<file path="config.mk">
export PLATFORM = sky130hd
export DESIGN_NAME = alu_pipe_nbit_flat
export DESIGN_NICKNAME = d
export VERILOG_FILES = /design/src/rtl/alu_pipe_nbit_pkg.sv /design/src/rtl/alu_pipe_nbit_if.sv /design/src/rtl/alu_datapath.sv /design/src/rtl/alu_pipe_nbit.sv /design/src/flat_wrapper.sv
export SDC_FILE = /design/constraint.sdc
export NUM_CORES = 1
export LEC_CHECK = 0
export ABC_AREA = 0
export BUFFER_PORTS_ARGS = -buffer_cell sky130_fd_sc_hd__buf_2
export CAP_MARGIN = 20
export CORE_MARGIN = 3
export CORE_UTILIZATION = 31
export DETAILED_ROUTE_END_ITERATION = 12
export GPL_TIMING_DRIVEN = 0
export PLACE_DENSITY_LB_ADDON = 0.2
export SETUP_SLACK_MARGIN = 0.05
export SLEW_MARGIN = 20
export SYNTH_ARGS = -nofsm -noshare
export SYNTH_HDL_FRONTEND = slang
export SYNTH_SLANG_ARGS = --single-unit
</file>
<file path="constraint.sdc">
create_clock -name clk -period 2.3 [get_ports clk]
set_clock_uncertainty 0.2 [all_clocks]
set_input_delay 0.345 -clock clk [delete_from_list [all_inputs] [get_ports clk]]
set_output_delay 0.345 -clock clk [all_outputs]
set_load 0.05 [all_outputs]
</file>
<file path="src/rtl/alu_pipe_nbit_pkg.sv">
// rtl/alu_pipe_nbit_pkg.sv - shared opcode, flag types and helpers for the pipelined ALU
package alu_pipe_nbit_pkg;

  localparam int unsigned OPCODE_W = 3;

  typedef enum logic [OPCODE_W-1:0] {
    OP_ADD      = 3'd0,
    OP_SUB      = 3'd1,
    OP_NOT_A    = 3'd2,
    OP_RED_OR_B = 3'd3,
    OP_AND      = 3'd4,
    OP_OR       = 3'd5,
    OP_XOR      = 3'd6,
    OP_ACC      = 3'd7
  } opcode_e;

  typedef struct packed {
    logic overflow;
    logic carry;
    logic zero;
  } flags_t;

  // Two's-complement overflow of an addition, judged from the operand and result sign bits.
  function automatic logic add_overflow(input logic sign_x, input logic sign_y, input logic sign_r);
    return (sign_x == sign_y) && (sign_r != sign_x);
  endfunction

endpackage

</file>
<file path="src/rtl/alu_pipe_nbit_if.sv">
// rtl/alu_pipe_nbit_if.sv - operand/result handshake bundle between sequencer, ALU and collector
interface alu_pipe_nbit_if #(
  parameter int WIDTH = 4
);
  import alu_pipe_nbit_pkg::*;

  logic                    in_valid;
  logic                    in_ready;
  opcode_e                 opcode;
  logic signed [WIDTH-1:0] a;
  logic signed [WIDTH-1:0] b;
  logic                    out_valid;
  logic                    out_ready;
  logic signed [WIDTH:0]   result;
  flags_t                  flags;

  modport master (
    output in_valid, opcode, a, b, out_ready,
    input  in_ready, out_valid, result, flags
  );

  modport slave (
    input  in_valid, opcode, a, b, out_ready,
    output in_ready, out_valid, result, flags
  );

endinterface

</file>
<file path="src/rtl/alu_datapath.sv">
// rtl/alu_datapath.sv - combinational result, flag and next-accumulator computation
module alu_datapath
  import alu_pipe_nbit_pkg::*;
#(
  parameter int WIDTH = 4
) (
  input  opcode_e                 opcode,
  input  logic signed [WIDTH-1:0] a,
  input  logic signed [WIDTH-1:0] b,
  input  logic signed [WIDTH:0]   acc,
  output logic signed [WIDTH:0]   result,
  output flags_t                  flags,
  output logic signed [WIDTH:0]   next_acc
);

  logic signed [WIDTH:0] a_ext;
  logic signed [WIDTH:0] b_ext;
  logic signed [WIDTH:0] sum;
  logic signed [WIDTH:0] diff;
  logic signed [WIDTH:0] acc_sum;
  logic        [WIDTH:0] usum;

  always_comb begin
    a_ext   = {a[WIDTH-1], a};
    b_ext   = {b[WIDTH-1], b};
    sum     = a_ext + b_ext;
    diff    = a_ext - b_ext;
    acc_sum = acc + a_ext;
    usum    = {1'b0, a} + {1'b0, b};
  end

  assign next_acc = acc_sum;

  // Overflow for ADD/SUB is judged on the WIDTH-bit result even though the output is WIDTH+1 bits.
  always_comb begin
    result = '0;
    flags  = '0;
    unique case (opcode)
      OP_ADD: begin
        result         = sum;
        flags.carry    = usum[WIDTH];
        flags.overflow = add_overflow(a[WIDTH-1], b[WIDTH-1], sum[WIDTH-1]);
      end
      OP_SUB: begin
        result         = diff;
        flags.carry    = ($unsigned(a) < $unsigned(b));
        flags.overflow = (a[WIDTH-1] != b[WIDTH-1]) && (diff[WIDTH-1] != a[WIDTH-1]);
      end
      OP_NOT_A:    result = {1'b0, ~a};
      OP_RED_OR_B: result = {{WIDTH{1'b0}}, |b};
      OP_AND:      result = {1'b0, a & b};
      OP_OR:       result = {1'b0, a | b};
      OP_XOR:      result = {1'b0, a ^ b};
      OP_ACC: begin
        result         = acc_sum;
        flags.overflow = add_overflow(acc[WIDTH], a_ext[WIDTH], acc_sum[WIDTH]);
      end
      default: result = '0;
    endcase
    flags.zero = (result == '0);
  end

endmodule

</file>
<file path="src/rtl/alu_pipe_nbit.sv">
// rtl/alu_pipe_nbit.sv - two-stage pipelined ALU with accumulator and full back-pressure
module alu_pipe_nbit
  import alu_pipe_nbit_pkg::*;
#(
  parameter int WIDTH = 4
) (
  input  logic           clk,
  input  logic           reset,
  alu_pipe_nbit_if.slave bus
);

  logic                    s1_valid;
  opcode_e                 s1_op;
  logic signed [WIDTH-1:0] s1_a;
  logic signed [WIDTH-1:0] s1_b;

  logic                    s2_valid;
  logic signed [WIDTH:0]   s2_result;
  flags_t                  s2_flags;

  logic signed [WIDTH:0]   acc;

  logic                    s2_adv;
  logic                    in_ready;
  logic signed [WIDTH:0]   dp_result;
  flags_t                  dp_flags;
  logic signed [WIDTH:0]   dp_next_acc;

  assign s2_adv   = !s2_valid || bus.out_ready;
  assign in_ready = !s1_valid || s2_adv;

  alu_datapath #(
    .WIDTH (WIDTH)
  ) u_datapath (
    .opcode   (s1_op),
    .a        (s1_a),
    .b        (s1_b),
    .acc      (acc),
    .result   (dp_result),
    .flags    (dp_flags),
    .next_acc (dp_next_acc)
  );

  // The accumulator only commits as an ACC beat leaves S1, so a following ACC already sees it.
  always_ff @(posedge clk) begin
    if (reset) begin
      s1_valid  <= 1'b0;
      s1_op     <= OP_ADD;
      s1_a      <= '0;
      s1_b      <= '0;
      s2_valid  <= 1'b0;
      s2_result <= '0;
      s2_flags  <= '0;
      acc       <= '0;
    end else begin
      if (in_ready) begin
        s1_valid <= bus.in_valid;
        if (bus.in_valid) begin
          s1_op <= bus.opcode;
          s1_a  <= bus.a;
          s1_b  <= bus.b;
        end
      end
      if (s2_adv) begin
        s2_valid <= s1_valid;
        if (s1_valid) begin
          s2_result <= dp_result;
          s2_flags  <= dp_flags;
          if (s1_op == OP_ACC) begin
            acc <= dp_next_acc;
          end
        end
      end
    end
  end

  assign bus.in_ready  = in_ready;
  assign bus.out_valid = s2_valid;
  assign bus.result    = s2_result;
  assign bus.flags     = s2_flags;

endmodule

</file>
<file path="src/flat_wrapper.sv">
// flat-port wrapper written by rule: the top's interface ports become plain ports
module alu_pipe_nbit_flat import alu_pipe_nbit_pkg::*;
#(
  parameter int WIDTH = 4
)
  (clk, reset, bus_in_valid, bus_opcode, bus_a, bus_b, bus_out_ready, bus_in_ready, bus_out_valid, bus_result, bus_flags);
  alu_pipe_nbit_if #(.WIDTH(WIDTH)) bus_i ();
  input  logic clk;
  input  logic reset;
  input wire logic [$bits(bus_i.in_valid)-1:0] bus_in_valid;
  input wire logic [$bits(bus_i.opcode)-1:0] bus_opcode;
  input wire logic [$bits(bus_i.a)-1:0] bus_a;
  input wire logic [$bits(bus_i.b)-1:0] bus_b;
  input wire logic [$bits(bus_i.out_ready)-1:0] bus_out_ready;
  output wire logic [$bits(bus_i.in_ready)-1:0] bus_in_ready;
  output wire logic [$bits(bus_i.out_valid)-1:0] bus_out_valid;
  output wire logic [$bits(bus_i.result)-1:0] bus_result;
  output wire logic [$bits(bus_i.flags)-1:0] bus_flags;
  assign bus_i.in_valid = bus_in_valid;
  assign bus_i.opcode = bus_opcode;
  assign bus_i.a = bus_a;
  assign bus_i.b = bus_b;
  assign bus_i.out_ready = bus_out_ready;
  assign bus_in_ready = bus_i.in_ready;
  assign bus_out_valid = bus_i.out_valid;
  assign bus_result = bus_i.result;
  assign bus_flags = bus_i.flags;
  alu_pipe_nbit #(.WIDTH(WIDTH)) u_core (.clk(clk), .reset(reset), .bus(bus_i));
endmodule
</file>
# Yosys cells after proc, flatten, opt, wreduce, memory -nomap -nowiden
# Index checks and enable logic that the tools add are counted.
dict set report op_classes {
  addsub 4
  n_lt_le_gt_ge 1
  n_eq_ne 13
  n_mux 3
  n_bitwise 4
  n_reduce_logical 13
}
# cell n
set ops {}
lappend ops {{case mux 5 bit (8 select lines)} 1}
lappend ops {{equality test 3 bit, second input constant} 4}
lappend ops {{adder 4 x 4 -> 5 bit} 2}
lappend ops {{equality test 3 x 2 -> 1 bit, second input constant} 2}
lappend ops {{adder 5 x 4 -> 5 bit} 1}
lappend ops {{logical NOT 5 bit} 1}
lappend ops {{subtractor 4 x 4 -> 5 bit} 1}
lappend ops {{AND 4 bit} 1}
lappend ops {{< comparator 4 bit} 1}
lappend ops {{inequality test 1 bit} 4}
lappend ops {{inverter 4 bit} 1}
lappend ops {{bitwise OR 4 bit} 1}
lappend ops {{AND reduction 2 bit} 2}
lappend ops {{OR reduction 4 bit} 1}
lappend ops {{bitwise XOR 4 bit} 1}
lappend ops {{equality test 3 x 1 -> 1 bit, second input constant} 1}
lappend ops {{logical AND 1 bit} 3}
lappend ops {{logical NOT 3 bit} 1}
lappend ops {{case mux 1 bit (3 select lines)} 1}
lappend ops {{AND reduction 3 bit} 1}
lappend ops {{equality test 1 bit} 2}
lappend ops {{logical NOT 1 bit} 2}
lappend ops {{logical OR 1 bit} 2}
lappend ops {{case mux 1 bit (2 select lines)} 1}
dict set report totals {
  regBits 26
  input_bits 15
  output_inout_bits 10
}

# Depth between registers and ports, before layout
# Gate-level depths: netlist (run 1).
dict set report logic_depth {
  depth_word 4
  depth_mapped 9
  depth_no_buf 9
}

# Hierarchy
# A second synthesis (run 1) with hierarchy kept.
dict set report hier_totals {
  cells_unflattened 239
  area_unflattened_um2 2020.7
}
# mod instances cells_per_inst area_each_um2 seq_area_each_um2
set by_module_without_submodules {}
lappend by_module_without_submodules {alu_pipe_nbit 1 116 1111.1 520.5}
lappend by_module_without_submodules {alu_datapath 1 123 909.6 0.0}

# Worst setup path before layout (run 1)
# OpenSTA, ideal clock, no wires.
dict set report synth_path {
  path_type {register -> register}
  startpoint {register u_core.s1_a[1]}
  endpoint {register u_core.s2_flags (netlist bit u_core.bus.flags[0])}
  setup_ps 116
  arrival_time_ps 1951
  t_required_ps 1984
  slack_ps 33
  stages_incl_launch_ff 9
  synth_period_minus_slack_ps 2267
  path_cell_list {dfxtp_1 > inv_1 > ha_1 > a21o_1 > a21oi_2 > o32a_1 > o32ai_1 > a211o_1 > a41o_1}
}
dict set report synth_between {
  elab_chain_cells 3
  word_cells_on_any_way 9
  cone_classes {add/sub (3); mux (1); bitwise (4); reduce/logical (1)}
}
# item line
set synth_lines {}
lappend synth_lines {{start, declared} alu_pipe_nbit.sv:14} ;# logic signed [WIDTH-1:0] s1_a;
lappend synth_lines {{start signal, assigned} alu_pipe_nbit.sv:60} ;# s1_a <= bus.a;
lappend synth_lines {{adder 5 x 4 -> 5 bit (tied with other cells)} alu_datapath.sv:28} ;# acc_sum = acc + a_ext;
lappend synth_lines {{case mux 5 bit (8 select lines) (*)} alu_datapath.sv:38} ;# unique case (opcode)
lappend synth_lines {{logical NOT 5 bit (*)} alu_datapath.sv:60} ;# flags.zero = (result == '0);
lappend synth_lines {{end signal, assigned} alu_pipe_nbit.sv:68} ;# s2_flags <= dp_flags;
lappend synth_lines {{end, declared} alu_pipe_nbit.sv:19} ;# flags_t s2_flags;
# Every way passes the cells marked *; elsewhere a longest branch is shown, timed or not.
# A chain may end at the register's enable or synchronous reset.

# Worst setup path after layout (run 1)
dict set report layout_path {
  startpoint {register u_core.s1_a[0]}
  endpoint {register u_core.s2_flags (netlist bit u_core.bus.flags[0])}
}
# Same word-level chain as after synthesis.

==> results_dict.tcl, run 1 <==
set metrics [dict create \
    fin_util 0.407 \
    drt-met1-wl_um 2370 \
    syn_area_um2 1860 \
    synth_edf_count 0 \
    path_cells "ha_2 > fa_2 > a21o_1 > a21oi_4 > xnor2_2 > xnor2_1 > a32oi_2 > a41o_1" \
    path_clk_slew_ps 90 \
    setup_viol 0 \
    syn-num-nets 261 \
    period_needed_ps 2280 \
    drt-pass1-iter-count 4 \
    synthTopCellsByArea "dfxtp_1 28%, ha_1 11%, a21oi_1 6.2%" \
    tightest_slew_ps 530 \
    routedWlPerCell_um 14.3 \
    dr.max_layer_used "met4" \
    hp-class "in2reg" \
    multiInputGateArea_um2 1310 \
    drive_gt1_frac 0.303 \
    io_buffer_count 23 \
    yosysUniqueCellTypes 50 \
    seq_area_um2 543 \
    ios 25 \
    drt_iter0_markers 82 \
    placed_cell_area_um2 2070 \
    clkSinkCount 26 \
    wl_um 4760 \
    ctsHtreeMaxLevel 1 \
    die_h_um 83.5 \
    place_ws_ps -275 \
    slew_headroom 0.646 \
    worstPathArrival_ps 2310 \
    cp_max_fo 5 \
    grt_first_pass_wirelength_um 8010 \
    clockRootBuffer "clkbuf_8" \
    p_leak_uw 0.000987 \
    ys.flop_type "dfxtp_1" \
    finalMaxSlewViolations 0 \
    grt_usage 0.140 \
    rsz0062_at_grt "true" \
    hold_viol_final 0 \
    core.rowCount 27 \
    crit_path_start_kind "register" \
    initial_utilization 0.328 \
    insertion_delay_ps 280 \
    ys_warn_count 0 \
    cts_inserted_buffers 3 \
    final_cell_mix "26 x buf_2, 23 x nand2_1, 23 x a21oi_1" \
    wl_met3_um 134 \
    tritoncts "built" \
    whs_ps 115 \
    viasPerCell 4.98 \
    powerDensity_nw_per_um2 485 \
    ys_seq_area_frac 0.279 \
    fin_crit_sh 0.991 \
    synth-seq-cells 26 \
    worstPathRequired_ps 2330 \
    drc 0 \
    synthArstFlopShare 0 \
    grt_pass1_vias 1665 \
    synthCells 226 \
    coreArea_um2 5680 \
    clock.fmax_mhz 439 \
    wl_met2_um 2210 \
    place.gp.congestion 0.819 \
    area_delta_synth_final_pct 23.9 \
    critPathSlowestCell "dfxtp_4" \
    worst-path-buf-inv 0 \
    layout.nets 297 \
    nFillCells 600 \
    grt_antenna_before_repair 0 \
    synth_top_cell_by_area "dfxtp_1" \
    critPathKind "reg2reg" \
    die_area_um2 6980 \
    grt_overflow 0 \
    die_w_um 83.5 \
    dr_total_vias 1659 \
    outcome "complete, no violations" \
    drv_cap 0 \
    diodes 0 \
    design_area_um2 2310 \
    grt_max_degree 15 \
    clockBufferDepth 2 \
    crit_path_end_kind "register" \
    cpPeakStageDelay_ps 380 \
    dp_hpwl_um 3600 \
    crit_family "compound AO/OA/AOI/OAI gates" \
    synth_area_per_cell_um2 8.24 \
    yosysTopAreaCellShare 0.279 \
    worst_slack_ps 20.9 \
    antenna_left 0 \
    hold_buffers 0 \
    ir_drop_uv 271 \
    final_common_cell "buf_2" \
]
-- tightest hold or removal path, delay by kind of cell --
kind / cells / cell delay [ps]
buffers and inverters: 1 / 90
and+or+nand+nor: 1 / 70
AOI/OAI and AO/OA: 1 / 50
-- report_power, final --
part	total, uW	switching, uW	internal (uW)
sequential	489	19.5	470
combinational	325	193	132
clock	305	151	153
-- kinds of logic (layout without fill, tap and decap cells) --
| family | count (synthesis) | after routing | synth area share |
|---|---|---|---|
| fa+ha+maj | 20 | 20 | 0.146 |
| flops | 26 | 26 | 0.279 |
| mux | 5 | 5 | 0.0403 |
| compound gates | 59 | 59 | 0.222 |
| buf+inv | 29 | 64 | 0.0732 |
| simple gates | 80 | 80 | 0.206 |
| xor+xnor | 7 | 7 | 0.0329 |
-- state kept, by name, summed over array words and instances (netlist names) --
signal,flops
u_core.acc,5
u_core.bus.flags,3
u_core.bus.out_valid,1
u_core.bus.result,5
u_core.s1_a,4
u_core.s1_b,4
u_core.s1_op,3
u_core.s1_valid,1
-- final timing paths --
path / slack, ps / start / end / depth (start not counted)
worst max register to register: 20 / u_core.s1_a[0] / u_core.bus.flags[0] / 8
worst max-delay path: 20 / u_core.s1_a[0] / u_core.bus.flags[0] / 8
worst min register to register: 260 / u_core.bus.result[0] / u_core.bus.result[0] / 2
worst min-delay path: 120 / bus_a[3] / u_core.s1_a[3] / 3
-- synthesized netlist by cell type (4+ instances only) --
library cell and instances:
nor3_1 4, inv_1 14, nand2_1 23, nand3_1 19, dfxtp_1 26, a21oi_1 23, o21ai_0 6, a211oi_1 4
ha_1 17, xnor2_1 5, clkbuf_1 6, nor2_1 16, nor2b_1 4
-- per-layer routing --
layer | vias to the layer above | GRT usage
met2 | 30 | 0.238
met1 | 754 | 0.188
met5 | - | 0
li1 | 871 | -
met4 | 0 | 0.0351
met3 | 4 | 0.0197
-- final cells by class --
| class | instances | area share |
|---|---|---|
| inverter | 14 | 0.0228 |
| buffer | 15 | 0.0369 |
| clock buffer | 4 | 0.0238 |
| sequential | 26 | 0.235 |
| tap | 72 | 0.0390 |
| timing repair buffer | 31 | 0.0759 |
| multi-input combinational | 171 | 0.566 |
-- stage by stage --
| step | TNS, ps | instances | power [uW] |
|---|---|---|---|
| floorplan | 0 | 226 | 710 |
| global placement | -913 | 321 | 784 |
| detailed placement | -816 | 321 | 785 |
| CTS | 0 | 331 | 1110 |
| global route | -186 | 333 | 1180 |
| finish | 0 | 333 | 1120 |
-- timing repair --
action,CTS,global route
setup endpoints to repair,7,8
pin swaps,9,6
setup buffers,6,2
gates resized for setup,24,12
No activity file was read; power rests on OpenSTA's default activity.
==> run 2: changes to the inputs <==
- CORE_UTILIZATION: 31 -> 40
- clock period: 2.3 -> 2.44 ns (I/O delays scaled with it)
==> results_dict.tcl, run 2 (synthesis gave the netlist of run 1 again) <==
set metrics [dict create \
    fin_crit_sh 0.965 \
    tightest_slew_ps 501 \
    ctsHtreeMaxLevel 1 \
    worst-path-buf-inv 1 \
    drive_gt1_frac 0.254 \
    powerDensity_nw_per_um2 500 \
    finalMaxSlewViolations 0 \
    hold_viol_final 0 \
    crit_path_end_kind "register" \
    ios 25 \
    place.gp.congestion 0.811 \
    die_w_um 74.2 \
    period_needed_ps 2350 \
    ir_drop_uv 263 \
    cp_max_fo 5 \
    core.rowCount 24 \
    finalPower_uw 1120 \
    drv_cap 0 \
    whs_ps 132 \
    setup-tns-final_ps 0 \
    hp-class "in2reg" \
    hold_buffers 0 \
    rsz0062_at_grt "true" \
    viasPerCell 5.48 \
    grt_usage 0.172 \
    grt_overflow 0 \
    diodes 0 \
    worstPathArrival_ps 2380 \
    area_delta_synth_final_pct 20.1 \
    path_clk_slew_ps 90 \
    grt_first_pass_wirelength_um 7360 \
    nFillCells 410 \
    antenna_left 0 \
    tritoncts "built" \
    grt_max_degree 16 \
    fin_util 0.507 \
    wl_um 4490 \
    final_common_cell "buf_2" \
    cts_inserted_buffers 3 \
    coreArea_um2 4410 \
    layout.nets 296 \
    clockRootBuffer "clkbuf_8" \
    setup_viol 0 \
    clockBufferDepth 2 \
    drt_iter0_markers 64 \
    routedWlPerCell_um 14.4 \
    outcome "complete, no violations" \
    io_buffer_count 23 \
    p_leak_uw 0.000974 \
    seq_area_um2 538 \
    die_area_um2 5510 \
    worstPathRequired_ps 2470 \
    crit_path_start_kind "register" \
    crit_family "adder cells" \
    critPathSlowestCell "mux4_2" \
    die_h_um 74.2 \
    drt-pass1-iter-count 4 \
    insertion_delay_ps 280 \
    slew_headroom 0.666 \
    drc 0 \
    dr_total_vias 1711 \
    initial_utilization 0.422 \
    grt_antenna_before_repair 0 \
    path_cells "ha_2 > inv_1 > fa_1 > xnor2_1 > mux4_2 > a211oi_4 > a41o_1" \
    grt_pass1_vias 1528 \
    clkSinkCount 26 \
    clock.fmax_mhz 425 \
    final_cell_mix "26 x buf_2, 23 x nand2_1, 23 x a21oi_1" \
    critPathKind "reg2reg" \
    dp_hpwl_um 3420 \
    cpPeakStageDelay_ps 480 \
    multiInputGateArea_um2 1260 \
]
==> run 2: cell count changes in the layout (fill, tap and decap cells not counted), sizes merged <==
cell	change
clkbuf	-1
bufinv	+1
buf	-1
==> run 2: final cells by class <==
type,count,share of cell area
tap,52,0.0291
clock inverter,1,0.0134
buffer,15,0.0375
sequential,26,0.240
inverter,14,0.0235
timing repair buffer,30,0.0749
multi-input combinational,171,0.563
clock buffer,3,0.0184
==> run 2: worst paths after layout <==
check,start,to,slack (ps),depth (start not counted)
worst max register to register,u_core.s1_b[0],u_core.bus.flags[0],90,7
worst min-delay path,bus_b[2],u_core.s1_b[2],130,3
worst min register to register,u_core.bus.result[0],u_core.bus.result[0],260,2
worst max-delay path,u_core.s1_b[0],u_core.bus.flags[0],90,7
==> run 2: where the power goes <==
group / total, uW / switching [uW] / leakage, uW / internal, uW
combinational: 290 / 174 / 0.000722 / 116
sequential: 463 / 19.5 / 0.000216 / 443
clock: 367 / 147 / 0.0000357 / 220
==> run 2: layer usage <==
metal,wire (um),track usage
met1,2150,0.242
met2,2110,0.280
met3,177,0.0243
met4,55,0.0415
met5,0,0
==> run 2: stage by stage <==
stage	std cells	setup slack (ps)	instance area, um^2
detailed placement	301	-113	2040
finish	312	86.0	2240
global placement	301	-142	2040
global route	312	-4.23	2240
floorplan	226	173	1860
CTS	305	43.9	2130
==> run 2: tightest hold or removal path, cell delays in order <==
cell and delay, ps:
buf_2 90, nand3_1 60, a21oi_1 50
==> run 2: timing repair <==
item,CTS,global route
gates resized for setup,8,12
setup endpoints to repair,5,5
pin swaps,2,3
setup buffers,0,7
==> run 3: changes to the inputs <==
- GPL_TIMING_DRIVEN: 0 -> not set
- SYNTH_HIERARCHICAL: not set -> 1
- TNS_END_PERCENT: not set -> 5
==> results_dict.tcl, run 3 <==
set metrics [dict create \
    drt-pass1-iter-count 7 \
    syn-num-nets 274 \
    ys_seq_area_frac 0.258 \
    yosysTopAreaCellShare 0.258 \
    pwr-share-comb 0.302 \
    drive_gt1_frac 0.312 \
    insertion_delay_ps 270 \
    final_common_cell "nand2b_1" \
    cts_inserted_buffers 3 \
    dr_total_vias 1727 \
    diodes 0 \
    hold_viol_final 0 \
    powerDensity_nw_per_um2 468 \
    viasPerCell 4.95 \
    crit_path_start_kind "register" \
    slew_headroom 0.636 \
    initial_utilization 0.419 \
    wl_um 4620 \
    dp_hpwl_um 3480 \
    setup-tns-final_ps 0 \
    tritoncts "built" \
    grt_antenna_before_repair 0 \
    fin_util 0.525 \
    synth_area_per_cell_um2 8.45 \
    path_clk_slew_ps 100 \
    clockRootBuffer "clkbuf_8" \
    antenna_left 0 \
    drt_iter0_markers 113 \
    finalMaxSlewViolations 0 \
    ys_warn_count 6 \
    period_needed_ps 2390 \
    power_frac_seq 0.394 \
    fin_crit_sh 0.979 \
    place_ws_ps -55.6 \
    nFillCells 502 \
    rsz0062_at_grt "true" \
    whs_path_depth 3 \
    synth_common_cells "34 x nand2b_1, 26 x dfxtp_1, 19 x mux2i_1" \
    clkSinkCount 26 \
    synthCells 239 \
    swShare 0.298 \
    crit_path_end_kind "register" \
    grt_pass1_vias 1594 \
    r2r_cells 10 \
    clockBufferDepth 2 \
    hp-class "in2reg" \
    synth_top_cell_by_area "dfxtp_1" \
    rrSetupSlack_ps 50 \
    core.rowCount 25 \
    place.gp.congestion 0.848 \
    ctsHtreeMaxLevel 1 \
    routedWlPerCell_um 13.2 \
    hold_buffers 0 \
    p_clk_frac 0.304 \
    intPower_uw 830 \
    synth-seq-cells 26 \
    setup_viol 0 \
    final_cell_mix "34 x nand2b_1, 30 x buf_4, 24 x buf_2" \
    worst_slack_ps 52.4 \
    grt_max_degree 43 \
    finalPower_uw 1180 \
    grt_first_pass_wirelength_um 7620 \
    synth_edf_count 0 \
    die_area_um2 5940 \
    outcome "complete, no violations" \
    cp_max_fo 4 \
    ys.flop_type "dfxtp_1" \
    clock.fmax_mhz 419 \
    area_delta_synth_final_pct 25.1 \
    coreArea_um2 4820 \
    p_switching_uw 352 \
    syn_area_um2 2020 \
    die_w_um 77.1 \
    grt_usage 0.157 \
    drv_cap 0 \
    tightest_slew_ps 546 \
    yosys.cell_count.top_type "nand2b_1" \
    yosysUniqueCellTypes 46 \
    p_leak_uw 0.00104 \
    io_buffer_count 24 \
    drc 0 \
    worstPathRequired_ps 2450 \
    critPathKind "reg2reg" \
    die_h_um 77.1 \
    grt_overflow 0 \
    ios 25 \
    ir_drop_uv 226 \
    worstPathArrival_ps 2390 \
    synthArstFlopShare 0 \
    synthTopCellsByArea "dfxtp_1 26%, ha_1 11%, nand2b_1 11%" \
    layout.nets 318 \
]
-- run 3: changes by cell type after synthesis, sizes merged, moves of 3 or more --
cell / before / now
a211oi: 5 / 0
a21oi: 25 / 16
inv: 14 / 17
mux2i: 3 / 19
nand2: 25 / 10
nand2b: 3 / 34
nand3: 19 / 16
nor2: 16 / 9
o21ai: 7 / 17
-- run 3: kinds of logic (layout without fill, tap and decap cells) --
| kind of cell | after synthesis | in the layout | synth area share |
|---|---|---|---|
| buffers and inverters | 32 | 75 | 0.0675 |
| and+or+nand+nor | 84 | 84 | 0.252 |
| DFF | 26 | 26 | 0.258 |
| adders and majority gates | 20 | 20 | 0.135 |
| xor gates and xnor gates | 6 | 6 | 0.0260 |
| muxes | 20 | 20 | 0.105 |
| AOI/OAI and AO/OA | 51 | 51 | 0.157 |
-- run 3: worst paths after layout --
kind | start | to
setup / recovery | u_core/s1_a[0] | u_core/bus.flags[0]
hold / removal | bus_in_valid | u_core/s1_valid
setup reg to reg | u_core/s1_a[0] | u_core/bus.flags[0]
hold reg to reg | u_core/bus.result[3] | u_core/bus.result[3]
-- run 3: metrics by stage --
| stage | cells | area (um^2) | hold WS (ps) |
|---|---|---|---|
| after detailed placement | 334 | 2290 | 268 |
| final | 349 | 2530 | 118 |
| after global placement | 334 | 2290 | 267 |
| after CTS | 341 | 2410 | 123 |
| after floorplan | 239 | 2020 | 252 |
| after global routing | 349 | 2530 | 140 |
-- run 3: metal layers --
metal	track usage	share of wire	wire [um]	vias up
met5	0	0	0	-
met4	0.0356	0.0076	35	0
met3	0.0223	0.037	171	4
met2	0.247	0.44	2030	34
met1	0.226	0.52	2380	787
li1	-	-	-	902
-- run 3: layout make-up --
cell class              count  area (um^2)  share of cell area
clock buffers               3         41.3              0.0163
clock inverters             1         30.0              0.0119
inverters                  17         63.8              0.0252
multi-input cells         181         1430               0.567
flip-flops and latches     26          531               0.210
well taps                  67         83.8              0.0332
repair buffers             54          345               0.137
-- run 3: critical path, cell delays in order, from the launching register on --
cell and delay, ps:
dfxtp_4 390, ha_4 130, inv_2 40, fa_2 400, nor2_4 130, nor4b_2 50
o31a_1 240, a22o_1 250, nor4b_4 250, nand3_1 100, a21oi_1 150
-- run 3: power by group through the flow --
stage                     logic (uW)  clock network [uW]  registers, uW
final                            357                 359            466
after global routing             394                 390            470
after CTS                        335                 369            466
after detailed placement         323                   0            475
after global placement           322                   0            475
after floorplan                  208                   0            498
-- run 3: timing repair --
item / 4_1_cts / 5_1_grt
endpoints found under the hold margin: 0 / 0
pin swaps: 1 / 17
resized for setup: 9 / 16
setup endpoints to repair: 2 / 3
buffers inserted: 3 / 8
